$ cat src/rtl/storebyte_rmw_if.sv
// Bundles the store-request handshake and the word-wide data-memory port of storebyte_rmw.
// The slave modport is the store unit itself; master is the controller/memory side.
interface storebyte_rmw_if #(
  parameter int ADDR_W = 16
);
  logic              start;
  logic              st_word;
  logic [ADDR_W-1:0] addr;
  logic [15:0]       wdata;
  logic              busy;
  logic              done;
  logic [ADDR_W-2:0] mem_addr;
  logic              mem_rd_en;
  logic [15:0]       mem_rdata;
  logic              mem_wr_en;
  logic [15:0]       mem_wdata;

  modport slave (
    input  start, st_word, addr, wdata, mem_rdata,
    output busy, done, mem_addr, mem_rd_en, mem_wr_en, mem_wdata
  );

  modport master (
    output start, st_word, addr, wdata, mem_rdata,
    input  busy, done, mem_addr, mem_rd_en, mem_wr_en, mem_wdata
  );
endinterface

$ cat src/rtl/storebyte_rmw.sv
// Byte/word store unit for a 16-bit word memory without byte enables.
// SW writes straight through; SB reads the word, replaces one lane, and writes it back.
module storebyte_rmw #(
  parameter int ADDR_W  = 16,
  parameter int MEM_LAT = 1
) (
  input  logic          clk,
  input  logic          rst_n,
  storebyte_rmw_if.slave bus
);
  typedef enum logic [1:0] {IDLE, RD, WAIT, WR} state_t;

  localparam logic [3:0] LAT_M1 = 4'(MEM_LAT - 1);

  state_t            r_state;
  logic [3:0]        r_cnt;
  logic              r_lane;
  logic [7:0]        r_byte;
  logic              r_busy;
  logic              r_done;
  logic              r_rd_en;
  logic              r_wr_en;
  logic [ADDR_W-2:0] r_mem_addr;
  logic [15:0]       r_mem_wdata;

  // NOTE: all state uses non-blocking assignments so every register samples
  // pre-edge values; blocking here would make the merge see a half-updated FSM.
  always_ff @(posedge clk) begin
    if (!rst_n) begin
      r_state     <= IDLE;
      r_cnt       <= '0;
      r_lane      <= 1'b0;
      r_byte      <= '0;
      r_busy      <= 1'b0;
      r_done      <= 1'b0;
      r_rd_en     <= 1'b0;
      r_wr_en     <= 1'b0;
      r_mem_addr  <= '0;
      r_mem_wdata <= '0;
    end else begin
      case (r_state)
        IDLE: begin
          if (bus.start) begin
            r_mem_addr <= bus.addr[ADDR_W-1:1];
            r_lane     <= bus.addr[0];
            r_byte     <= bus.wdata[7:0];
            r_busy     <= 1'b1;
            if (bus.st_word) begin
              r_mem_wdata <= bus.wdata;
              r_wr_en     <= 1'b1;
              r_done      <= 1'b1;
              r_state     <= WR;
            end else begin
              r_rd_en <= 1'b1;
              r_state <= RD;
            end
          end
        end
        RD: begin
          r_rd_en <= 1'b0;
          r_cnt   <= LAT_M1;
          r_state <= WAIT;
        end
        WAIT: begin
          // Counter reaches zero in the cycle mem_rdata becomes valid.
          if (r_cnt == 4'd0) begin
            r_mem_wdata <= r_lane ? {r_byte, bus.mem_rdata[7:0]}
                                  : {bus.mem_rdata[15:8], r_byte};
            r_wr_en     <= 1'b1;
            r_done      <= 1'b1;
            r_state     <= WR;
          end else begin
            r_cnt <= r_cnt - 4'd1;
          end
        end
        WR: begin
          r_wr_en <= 1'b0;
          r_done  <= 1'b0;
          r_busy  <= 1'b0;
          r_state <= IDLE;
        end
        default: r_state <= IDLE;
      endcase
    end
  end

  assign bus.busy      = r_busy;
  assign bus.done      = r_done;
  assign bus.mem_addr  = r_mem_addr;
  assign bus.mem_rd_en = r_rd_en;
  assign bus.mem_wr_en = r_wr_en;
  assign bus.mem_wdata = r_mem_wdata;
endmodule
$ cat src/flat_wrapper.sv
// flat-port wrapper written by rule: the top's interface ports become plain ports
module storebyte_rmw_flat 
#(
  parameter int ADDR_W  = 16,
  parameter int MEM_LAT = 1
)
  (clk, rst_n, bus_start, bus_st_word, bus_addr, bus_wdata, bus_mem_rdata, bus_busy, bus_done, bus_mem_addr, bus_mem_rd_en, bus_mem_wr_en, bus_mem_wdata);
  storebyte_rmw_if #(.ADDR_W(ADDR_W)) bus_i ();
  input  logic clk;
  input  logic rst_n;
  input wire logic [$bits(bus_i.start)-1:0] bus_start;
  input wire logic [$bits(bus_i.st_word)-1:0] bus_st_word;
  input wire logic [$bits(bus_i.addr)-1:0] bus_addr;
  input wire logic [$bits(bus_i.wdata)-1:0] bus_wdata;
  input wire logic [$bits(bus_i.mem_rdata)-1:0] bus_mem_rdata;
  output wire logic [$bits(bus_i.busy)-1:0] bus_busy;
  output wire logic [$bits(bus_i.done)-1:0] bus_done;
  output wire logic [$bits(bus_i.mem_addr)-1:0] bus_mem_addr;
  output wire logic [$bits(bus_i.mem_rd_en)-1:0] bus_mem_rd_en;
  output wire logic [$bits(bus_i.mem_wr_en)-1:0] bus_mem_wr_en;
  output wire logic [$bits(bus_i.mem_wdata)-1:0] bus_mem_wdata;
  assign bus_i.start = bus_start;
  assign bus_i.st_word = bus_st_word;
  assign bus_i.addr = bus_addr;
  assign bus_i.wdata = bus_wdata;
  assign bus_i.mem_rdata = bus_mem_rdata;
  assign bus_busy = bus_i.busy;
  assign bus_done = bus_i.done;
  assign bus_mem_addr = bus_i.mem_addr;
  assign bus_mem_rd_en = bus_i.mem_rd_en;
  assign bus_mem_wr_en = bus_i.mem_wr_en;
  assign bus_mem_wdata = bus_i.mem_wdata;
  storebyte_rmw #(.ADDR_W(ADDR_W), .MEM_LAT(MEM_LAT)) u_core (.clk(clk), .rst_n(rst_n), .bus(bus_i));
endmodule
$ cat config.mk
export PLATFORM = sky130hd
export DESIGN_NAME = storebyte_rmw_flat
export DESIGN_NICKNAME = d
export VERILOG_FILES = /design/src/rtl/storebyte_rmw_if.sv /design/src/rtl/storebyte_rmw.sv /design/src/flat_wrapper.sv
export SDC_FILE = /design/constraint.sdc
export NUM_CORES = 1
export LEC_CHECK = 0
export BUFFER_PORTS_ARGS = -buffer_cell sky130_fd_sc_hd__buf_2
export CAP_MARGIN = 20
export CORE_UTILIZATION = 44
export DETAILED_ROUTE_END_ITERATION = 10
export GPL_TIMING_DRIVEN = 0
export PLACE_DENSITY = 0.75
export SLEW_MARGIN = 10
export SYNTH_ARGS = -nofsm -noshare
export SYNTH_HDL_FRONTEND = slang
export SYNTH_SLANG_ARGS = --single-unit
$ cat constraint.sdc
create_clock -name clk -period 1.7 [get_ports clk]
set_clock_uncertainty 0.1 [all_clocks]
set_input_delay 0.085 -clock clk [delete_from_list [all_inputs] [get_ports clk]]
set_output_delay 0.085 -clock clk [all_outputs]
set_load 0.05 [all_outputs]
# After elaboration in Yosys (flattened, before gate mapping)

Cells that the tools add are included.

Eq/ne operators: 8
$add $sub $neg: 1
Mux-type cells: 20
Reduce and logical (&&, ||, !) cells: 14

Operators by type and width:

| cell                                                               | number |
|---|---|
| 16-bit 2-to-1 mux                                                  | 4 |
| 16-bit case mux with 2 select lines                                | 1 |
| 2-bit != test, second input constant                               | 4 |
| 2-bit case mux with 4 select lines                                 | 1 |
| 4-bit case mux with 2 select lines                                 | 1 |
| 2-bit AND reduction                                                | 4 |
| 4-bit AND reduction                                                | 2 |
| 2-bit nonzero test                                                 | 4 |
| 1-bit 2-to-1 mux                                                   | 6 |
| 2-bit 2-to-1 mux                                                   | 3 |
| 2-bit == test, second input constant                               | 2 |
| 4-bit zero test                                                    | 1 |
| 4-bit 2-to-1 mux                                                   | 1 |
| 1-bit case mux with 2 select lines                                 | 2 |
| 4-bit by 1-bit subtractor with 4-bit output, second input constant | 1 |
| 1-bit case mux with 3 select lines                                 | 1 |
| 3-bit AND reduction                                                | 1 |
| 3-bit nonzero test                                                 | 1 |
| 2-bit by 1-bit == test with 1-bit output, second input constant    | 1 |
| 2-bit zero test                                                    | 1 |
| 2-bit by 1-bit != test with 1-bit output, second input constant    | 1 |

Logic and storage cells: 52
Output and inout port bits: 35
Bits in registers: 49

# Logic depth before layout (Yosys ltp)

Gate-level depths: netlist of run 1.

Word-level depth: 3
Mapped depth: 7

# Least setup slack after synthesis of run 1

No wires, ideal clock.

Kind: reg-to-reg
Start point: register u_core.r_cnt[0]
End point: register u_core.r_mem_wdata[8], in the netlist u_core.bus.mem_wdata[8]
Required time: 1.477 ns
Setup time: 0.123 ns
Arrival: 1.575 ns
Period minus slack after synthesis: 1.798 ns
Cell stages (with the launch flop): 8
Slack: -0.098 ns
Path buffers: 1
Cells stage by stage: dfxtp_1 inv_1 ha_1 or3b_4 a21oi_4 o211ai_4 buf_6 mux2i_1

Longest elaborated chain between the ends: 3

Ends and longest elaborated chain:

| element                                                   | RTL line            | RTL |
|---|---|---|
| start, declared                                           | storebyte_rmw.sv:16 | `logic [3:0] r_cnt;` |
| start signal, assigned                                    | storebyte_rmw.sv:73 | `r_cnt <= r_cnt - 4'd1;` |
| 4-bit zero test                                           | storebyte_rmw.sv:66 | `if (r_cnt == 4'd0) begin` |
| 2-bit by 1-bit != test with 1-bit output (no source line) | -                   |  |
| 4-bit AND reduction (no source line)                      | -                   |  |
| end signal, assigned                                      | storebyte_rmw.sv:49 | `r_mem_wdata <= bus.wdata;` |
| end signal, assigned                                      | storebyte_rmw.sv:67 | `r_mem_wdata <= r_lane ? {r_byte, bus.mem_rdata[7:0]}` |
| end, declared                                             | storebyte_rmw.sv:24 | `logic [15:0] r_mem_wdata;` |

Every way passes these cells.
A chain may end at the register's enable or synchronous reset.

# Final worst setup path of run 1

Start point: register u_core.r_cnt[0]
End point: register u_core.r_mem_wdata[2], in the netlist u_core.bus.mem_wdata[2]

Same word-level chain as after synthesis.

==> impl_metrics.ini, run 1 <==
[status]
status = complete, but fails checks
failed_checks = setup timing

[pwr]
p_leak_nw = 1.57
clock_power_share_pct = 15.1
fin_total_pwr_mw = 5.77
sw_frac_of_total_pct = 46.6
p_comb_share_pct = 55.8
power_switching_mw = 2.69
peakVddDrop_v = 0.000758
internal-power_mw = 3.08
pwr_density_cell_mw_per_mm2 = 1670
seqPwrFrac_pct = 29.1

[worst_setup_path]
startpoint = u_core.r_cnt[0]$_SDFFE_PN0P_
path_max_fanout = 5
rrSetupSlack_ns = -0.03
end_kind = register
start_kind = register
setup.worst_path.class = register to register
critPathRequiredTime_ns = 1.80
r2r_end = u_core.bus.mem_wdata[2]$_SDFFE_PN0P_
r2r-start = u_core.r_cnt[0]$_SDFFE_PN0P_
cp.arrival_ns = 1.83
r2r_cells = 7

[finish]
drive_above_1_share_pct = 31.5
most-common-layout-cells = buf_2 (90), nand2_1 (87), dfxtp_1 (45)
area.growth.synth_to_final_pct = 45.4
fillCellCount = 462
fin_cells = 476
n_antenna_cell = 0
final_area_sq_mm = 0.00345
nets = 464
mostFrequentLayoutCell = buf_2
post-route-util_pct = 67.1

[floorplan]
die_x_um = 75.4
io_pins = 87
die_h_um = 75.4
rows = 26
core-area_sq_mm = 0.00514
initial_core_util_pct = 46.1
die_area_sq_mm = 0.00569

[grt]
first_global_vias = 2284
grt_pass1_wl_um = 10200
antenna_found_initial = 0
grt_max_degree = 16
grt_usage_pct = 23.9
grt_overflow = 0

[place]
gp_congestion = 0.868
dp_cells = 429
hpwl_um = 4260
io_buffers = 85
place_area_sq_mm = 0.00289
place_ws_ns = -0.390

[synth]
seq_area_frac_synth_pct = 41.4
synth_fp_nets = 333
syn_area_sq_mm = 0.00237
ys_types = 29
syn_inst = 274
ys_ff_latch = 49
avgSynthCellArea_sq_um = 8.65
synth-warning-count = 0

[job]
drv_cap = 0

[timing]
max-slew-margin-rel_pct = 68.8
setup_viol_count_final = 12
rsz0062_at_grt = yes
clock.fmax_mhz = 580
worst-slew-pin-transition_ns = 0.469
fin_crit_ns = 1.73
drv_slew = 0
timing.hold.ws_ns = 0.0469
fin_tns_setup_ns = -0.170
finalHoldViolations = 0
min_period_over_period_pct = 101
fin_ws_ns = -0.0255

[clock_network]
cts_root_buffer = clkbuf_8
h-tree-depth = 2
clk_pin_slew_ns = 0.09
cts.path.max_buffers = 2
insertion_delay_ns = 0.31
cts_tree = yes
numCtsBuffers = 5
cts_sinks = 49

[worst_hold_path]
holdPathEnd = u_core.bus.mem_rd_en$_SDFFE_PN0P_
whs_path_depth = 4
hold_path_class = primary input to register
min_from = bus_st_word

[detailed_routing]
wirelength_um = 6570
ant_nets = 0
vias = 2370
drt_pass1_iterations = 4
drc = 0
avgRoutedWirePerCell_um = 13.8
drt_iter0_drc = 117
via_per_inst = 4.98
[routing by layer]
layer | share of wire (%) | routed length (um) | vias up | track usage [%]
li1 | - | - | 1188 | -
met1 | 44 | 2860 | 1097 | 26.5
met2 | 50 | 3280 | 75 | 44.6
met3 | 4.8 | 318 | 10 | 5.56
met4 | 1.8 | 116 | 0 | 8.23
met5 | 0 | 0 | - | 0
[area by class of cell]
cell class / count / area [sq um] / share of cell area, %
timing repair buffer: 125 / 827 / 24.0
multi-input combinational: 200 / 1300 / 37.8
clock inverter: 2 / 37.5 / 1.09
sequential: 49 / 986 / 28.6
inverter: 5 / 18.8 / 0.544
clock buffer: 6 / 82.6 / 2.39
buffer: 19 / 106 / 3.08
tap: 70 / 87.6 / 2.54
[sequential cells by signal (all words and copies together), names as in the netlist]
signal	cells
u_core.bus.busy	1
u_core.r_cnt	4
u_core.bus.mem_wdata	16
u_core.bus.mem_rd_en	1
u_core.r_state	2
u_core.bus.mem_addr	15
u_core.r_lane	1
u_core.bus.mem_wr_en	1
u_core.r_byte	8
[worst max-delay path by stage]
| stage | slack [ns] | to | cells after the start |
|---|---|---|---|
| after floorplan | -0.06 | u_core.bus.mem_wdata[0]$_SDFFE_PN0P_ | 7 |
| after global placement | -0.37 | u_core.bus.mem_wdata[8]$_SDFFE_PN0P_ | 7 |
| after detailed placement | -0.39 | u_core.bus.mem_wdata[8]$_SDFFE_PN0P_ | 7 |
| after CTS | -0.05 | u_core.bus.mem_wdata[8]$_SDFFE_PN0P_ | 7 |
| after global routing | -0.09 | u_core.bus.mem_wdata[4]$_SDFFE_PN0P_ | 7 |
| final | -0.03 | u_core.bus.mem_wdata[2]$_SDFFE_PN0P_ | 7 |
[power groups by stage]
stage | registers (mW) | clock network [mW] | logic, mW
floorplan | 2.64 | 0 | 1.33
global placement | 1.68 | 0 | 2.88
detailed placement | 1.69 | 0 | 2.92
CTS | 1.67 | 0.898 | 3.22
global route | 1.72 | 0.941 | 3.46
finish | 1.68 | 0.872 | 3.22
[Yosys cell counts]
cell / number / area [sq um]
nand2b_1: 3 / 18.8
o211ai_4: 1 / 21.3
or3b_4: 1 / 11.3
nand4_1: 1 / 6.26
buf_2: 2 / 10.0
and2_1: 1 / 6.26
nor2_1: 5 / 18.8
nor3_1: 1 / 5.00
o31ai_1: 2 / 15.0
buf_4: 1 / 7.51
nand4b_1: 1 / 8.76
o211a_1: 2 / 20.0
o21a_1: 2 / 15.0
a21boi_0: 26 / 195
a31o_2: 1 / 8.76
ha_1: 7 / 87.6
nand3_1: 2 / 10.0
and3_1: 4 / 25.0
o211ai_1: 16 / 120
a21oi_4: 1 / 16.3
buf_6: 1 / 11.3
o21ai_0: 2 / 10.0
dfxtp_1: 49 / 981
mux2i_1: 32 / 320
clkbuf_1: 16 / 60.1
inv_1: 5 / 18.8
nand2_1: 87 / 327
and2b_1: 1 / 7.51
xnor2_1: 1 / 8.76
[cells by family (layout without fill, tap and decap cells)]
group	count (synthesis)	after routing	synth area share [%]
buffers and inverters	25	157	4.54
AOI/OAI and AO/OA	53	53	17.8
xor gates and xnor gates	1	1	0.369
adders and majority gates	7	7	3.69
and+or+nand+nor	107	107	18.7
muxes	32	32	13.5
DFF	49	49	41.4
[critical path, stage by stage, from the launching register on]
cell and delay (ns):
dfxtp_2 0.34, inv_2 0.07, ha_4 0.11, or3b_4 0.39
a21oi_4 0.17, o211ai_4 0.14, clkbuf_16 0.19, mux2i_1 0.11
[timing repair]
item	CTS	global route
hold buffers	32	0
buffers inserted	6	1
pin swaps	2	1
setup endpoints to repair	41	42
endpoints found under the hold margin	32	0
gates resized for setup	16	12
gates cloned	1	0
No activity file was read; power rests on OpenSTA's default activity.
==> inputs of run 2 (changes only) <==
CELL_PAD_IN_SITES_DETAIL_PLACEMENT = 1   (was default)
CELL_PAD_IN_SITES_GLOBAL_PLACEMENT = 1   (was default)
CORE_UTILIZATION = 32   (was 44)
PLACE_DENSITY = default   (was 0.75)
PLACE_DENSITY_LB_ADDON = 0.1   (was default)
==> run 2 against run 1 <==
  * The run still ends with setup timing left
  * First-iteration DRC count shrank 54%
  * Core utilization down 20 points
  * Setup slack worse by 0.020 ns
  * Routed wire length increased by 9.2%
  * Sequential share of layout area up 0.56 points
  * Fmax fell by 1.1%
  * Sequential power hardly changed
  * Final area shrank 1.7%
  * Register-to-register slack worse by 0.02 ns
  * Die area grew 36%
  * Largest cell class unchanged
  * Highest routed layer unchanged
==> impl_metrics.ini, run 2 (same netlist as run 1, synthesis figures left out) <==
[status]
status = complete, but fails checks
failed_checks = setup timing

[clock_network]
insertion_delay_ns = 0.30
cts_tree = yes
cts.path.max_buffers = 2
cts_sinks = 49
clk_pin_slew_ns = 0.09
numCtsBuffers = 5
h-tree-depth = 2
cts_root_buffer = clkbuf_8

[detailed_routing]
drt_iter0_drc = 54
vias = 2306
drt_pass1_iterations = 3
drc = 0
wirelength_um = 7180
via_per_inst = 4.63
avgRoutedWirePerCell_um = 14.4
ant_nets = 0

[timing]
max-slew-margin-rel_pct = 64.4
fin_tns_setup_ns = -0.320
rsz0062_at_grt = yes
setup_viol_count_final = 16
fin_crit_ns = 1.75
timing.hold.ws_ns = 0.00481
clock.fmax_mhz = 573
drv_slew = 0
fin_ws_ns = -0.0454
finalHoldViolations = 0
worst-slew-pin-transition_ns = 0.533
min_period_over_period_pct = 103

[pwr]
p_comb_share_pct = 57.9
power_switching_mw = 2.74
seqPwrFrac_pct = 30.1
p_leak_nw = 1.53
peakVddDrop_v = 0.000570
internal-power_mw = 2.90
pwr_density_cell_mw_per_mm2 = 1660
sw_frac_of_total_pct = 48.6
clock_power_share_pct = 12.0

[worst_setup_path]
path_delay_family = simple AND/OR/NAND/NOR gates
slowest_stage = or3b_4
path_buf_inv = 2
crit_chain = inv_2, ha_1, or3b_4, a21oi_4, buf_4, nand4_1, and3_1
slowest_delay_ns = 0.40
cp.arrival_ns = 1.84
setup.worst_path.class = register to register
critPathRequiredTime_ns = 1.80
end_kind = register
start_kind = register
path_max_fanout = 4

[grt]
grt_overflow = 0
grt_usage_pct = 19.1
first_global_vias = 2378
grt_max_degree = 15
grt_pass1_wl_um = 11200
antenna_found_initial = 0

[place]
hpwl_um = 5110
dp_cells = 458
gp_congestion = 0.777
io_buffers = 85

[floorplan]
rows = 31
initial_core_util_pct = 32.9
die_area_sq_mm = 0.00776
io_pins = 87
core-area_sq_mm = 0.00721
die_h_um = 88.1
die_x_um = 88.1

[job]
drv_cap = 0

[finish]
n_antenna_cell = 0
area.growth.synth_to_final_pct = 43.0
drive_above_1_share_pct = 31.1
largest_reg_flops = 16
most-common-layout-cells = buf_2 (88), nand2_1 (87), dfxtp_1 (45)
nets = 457
mostFrequentLayoutCell = buf_2
post-route-util_pct = 47.0
fin_cells = 498
fillCellCount = 891

[worst_hold_path]
hold_path_class = primary input to register
-- run 2: changes by cell type in the layout (fill, tap and decap cells not counted), sizes merged --
cell         before  now
dlygate4sd3      32   26
clkinv            0    2
buf              99   98
bufinv            1    0
clkinvlp          1    0
-- run 2: power by group through the flow --
stage          sequential (mW)  combinational [mW]  clock (mW)
2_1_floorplan             2.64                1.33           0
3_3_place_gp              1.69                2.97           0
3_5_place_dp              1.71                3.01           0
4_1_cts                   1.69                3.22       0.708
5_1_grt                   1.74                3.53       0.761
6_report                  1.69                3.26       0.677
-- run 2: through the flow --
stage	cell area [sq um]	setup slack [ns]	total power [mW]
6_report	3390	-0.0454	5.63
5_1_grt	3390	-0.114	6.03
4_1_cts	3350	-0.0279	5.62
3_5_place_dp	2930	-0.487	4.72
3_3_place_gp	2930	-0.452	4.66
2_1_floorplan	2380	-0.0553	3.97
-- run 2: cell type report --
cell class | count | area (sq um) | area share [%]
Inverter | 5 | 18.8 | 0.554
Multi-Input combinational cell | 200 | 1310 | 38.6
Sequential cell | 49 | 988 | 29.2
Timing Repair Buffer | 118 | 751 | 22.1
Tap cell | 99 | 124 | 3.65
Buffer | 19 | 116 | 3.43
Clock buffer | 6 | 72.6 | 2.14
Clock inverter | 2 | 10.0 | 0.295
-- run 2: final timing paths --
path | endpoint | depth (start not counted) | slack (ns) | startpoint
worst min-delay path | u_core.bus.mem_wdata[10]$_SDFFE_PN0P_ | 3 | 0.005 | bus_wdata[10]
worst min register to register | u_core.bus.mem_addr[7]$_SDFFE_PN0P_ | 2 | 0.36 | u_core.bus.mem_addr[7]$_SDFFE_PN0P_
worst max register to register | u_core.bus.mem_wr_en$_SDFFE_PN0P_ | 7 | -0.05 | u_core.r_cnt[0]$_SDFFE_PN0P_
worst max-delay path | u_core.bus.mem_wr_en$_SDFFE_PN0P_ | 7 | -0.05 | u_core.r_cnt[0]$_SDFFE_PN0P_
-- run 2: what timing repair did --
action | 4_1_cts | 5_1_grt
gates resized for setup | 17 | 11
endpoints found under the setup margin | 42 | 40
endpoints found under the hold margin | 26 | 0
hold buffers | 26 | 0
setup buffers | 6 | 1
-- run 2: layer usage --
| metal | global-route usage [%] | vias up | wire length [um] |
|---|---|---|---|
| met4 | 5.13 | 0 | 82 |
| met5 | 0 | - | 0 |
| li1 | - | 1168 | - |
| met3 | 5.00 | 8 | 393 |
| met2 | 33.5 | 62 | 3430 |
| met1 | 23.2 | 1068 | 3270 |
-- run 2: tightest hold or removal path, cell delays in order --
cell and delay [ns]:
buf_2 0.08, o211ai_1 0.07, mux2i_1 0.13
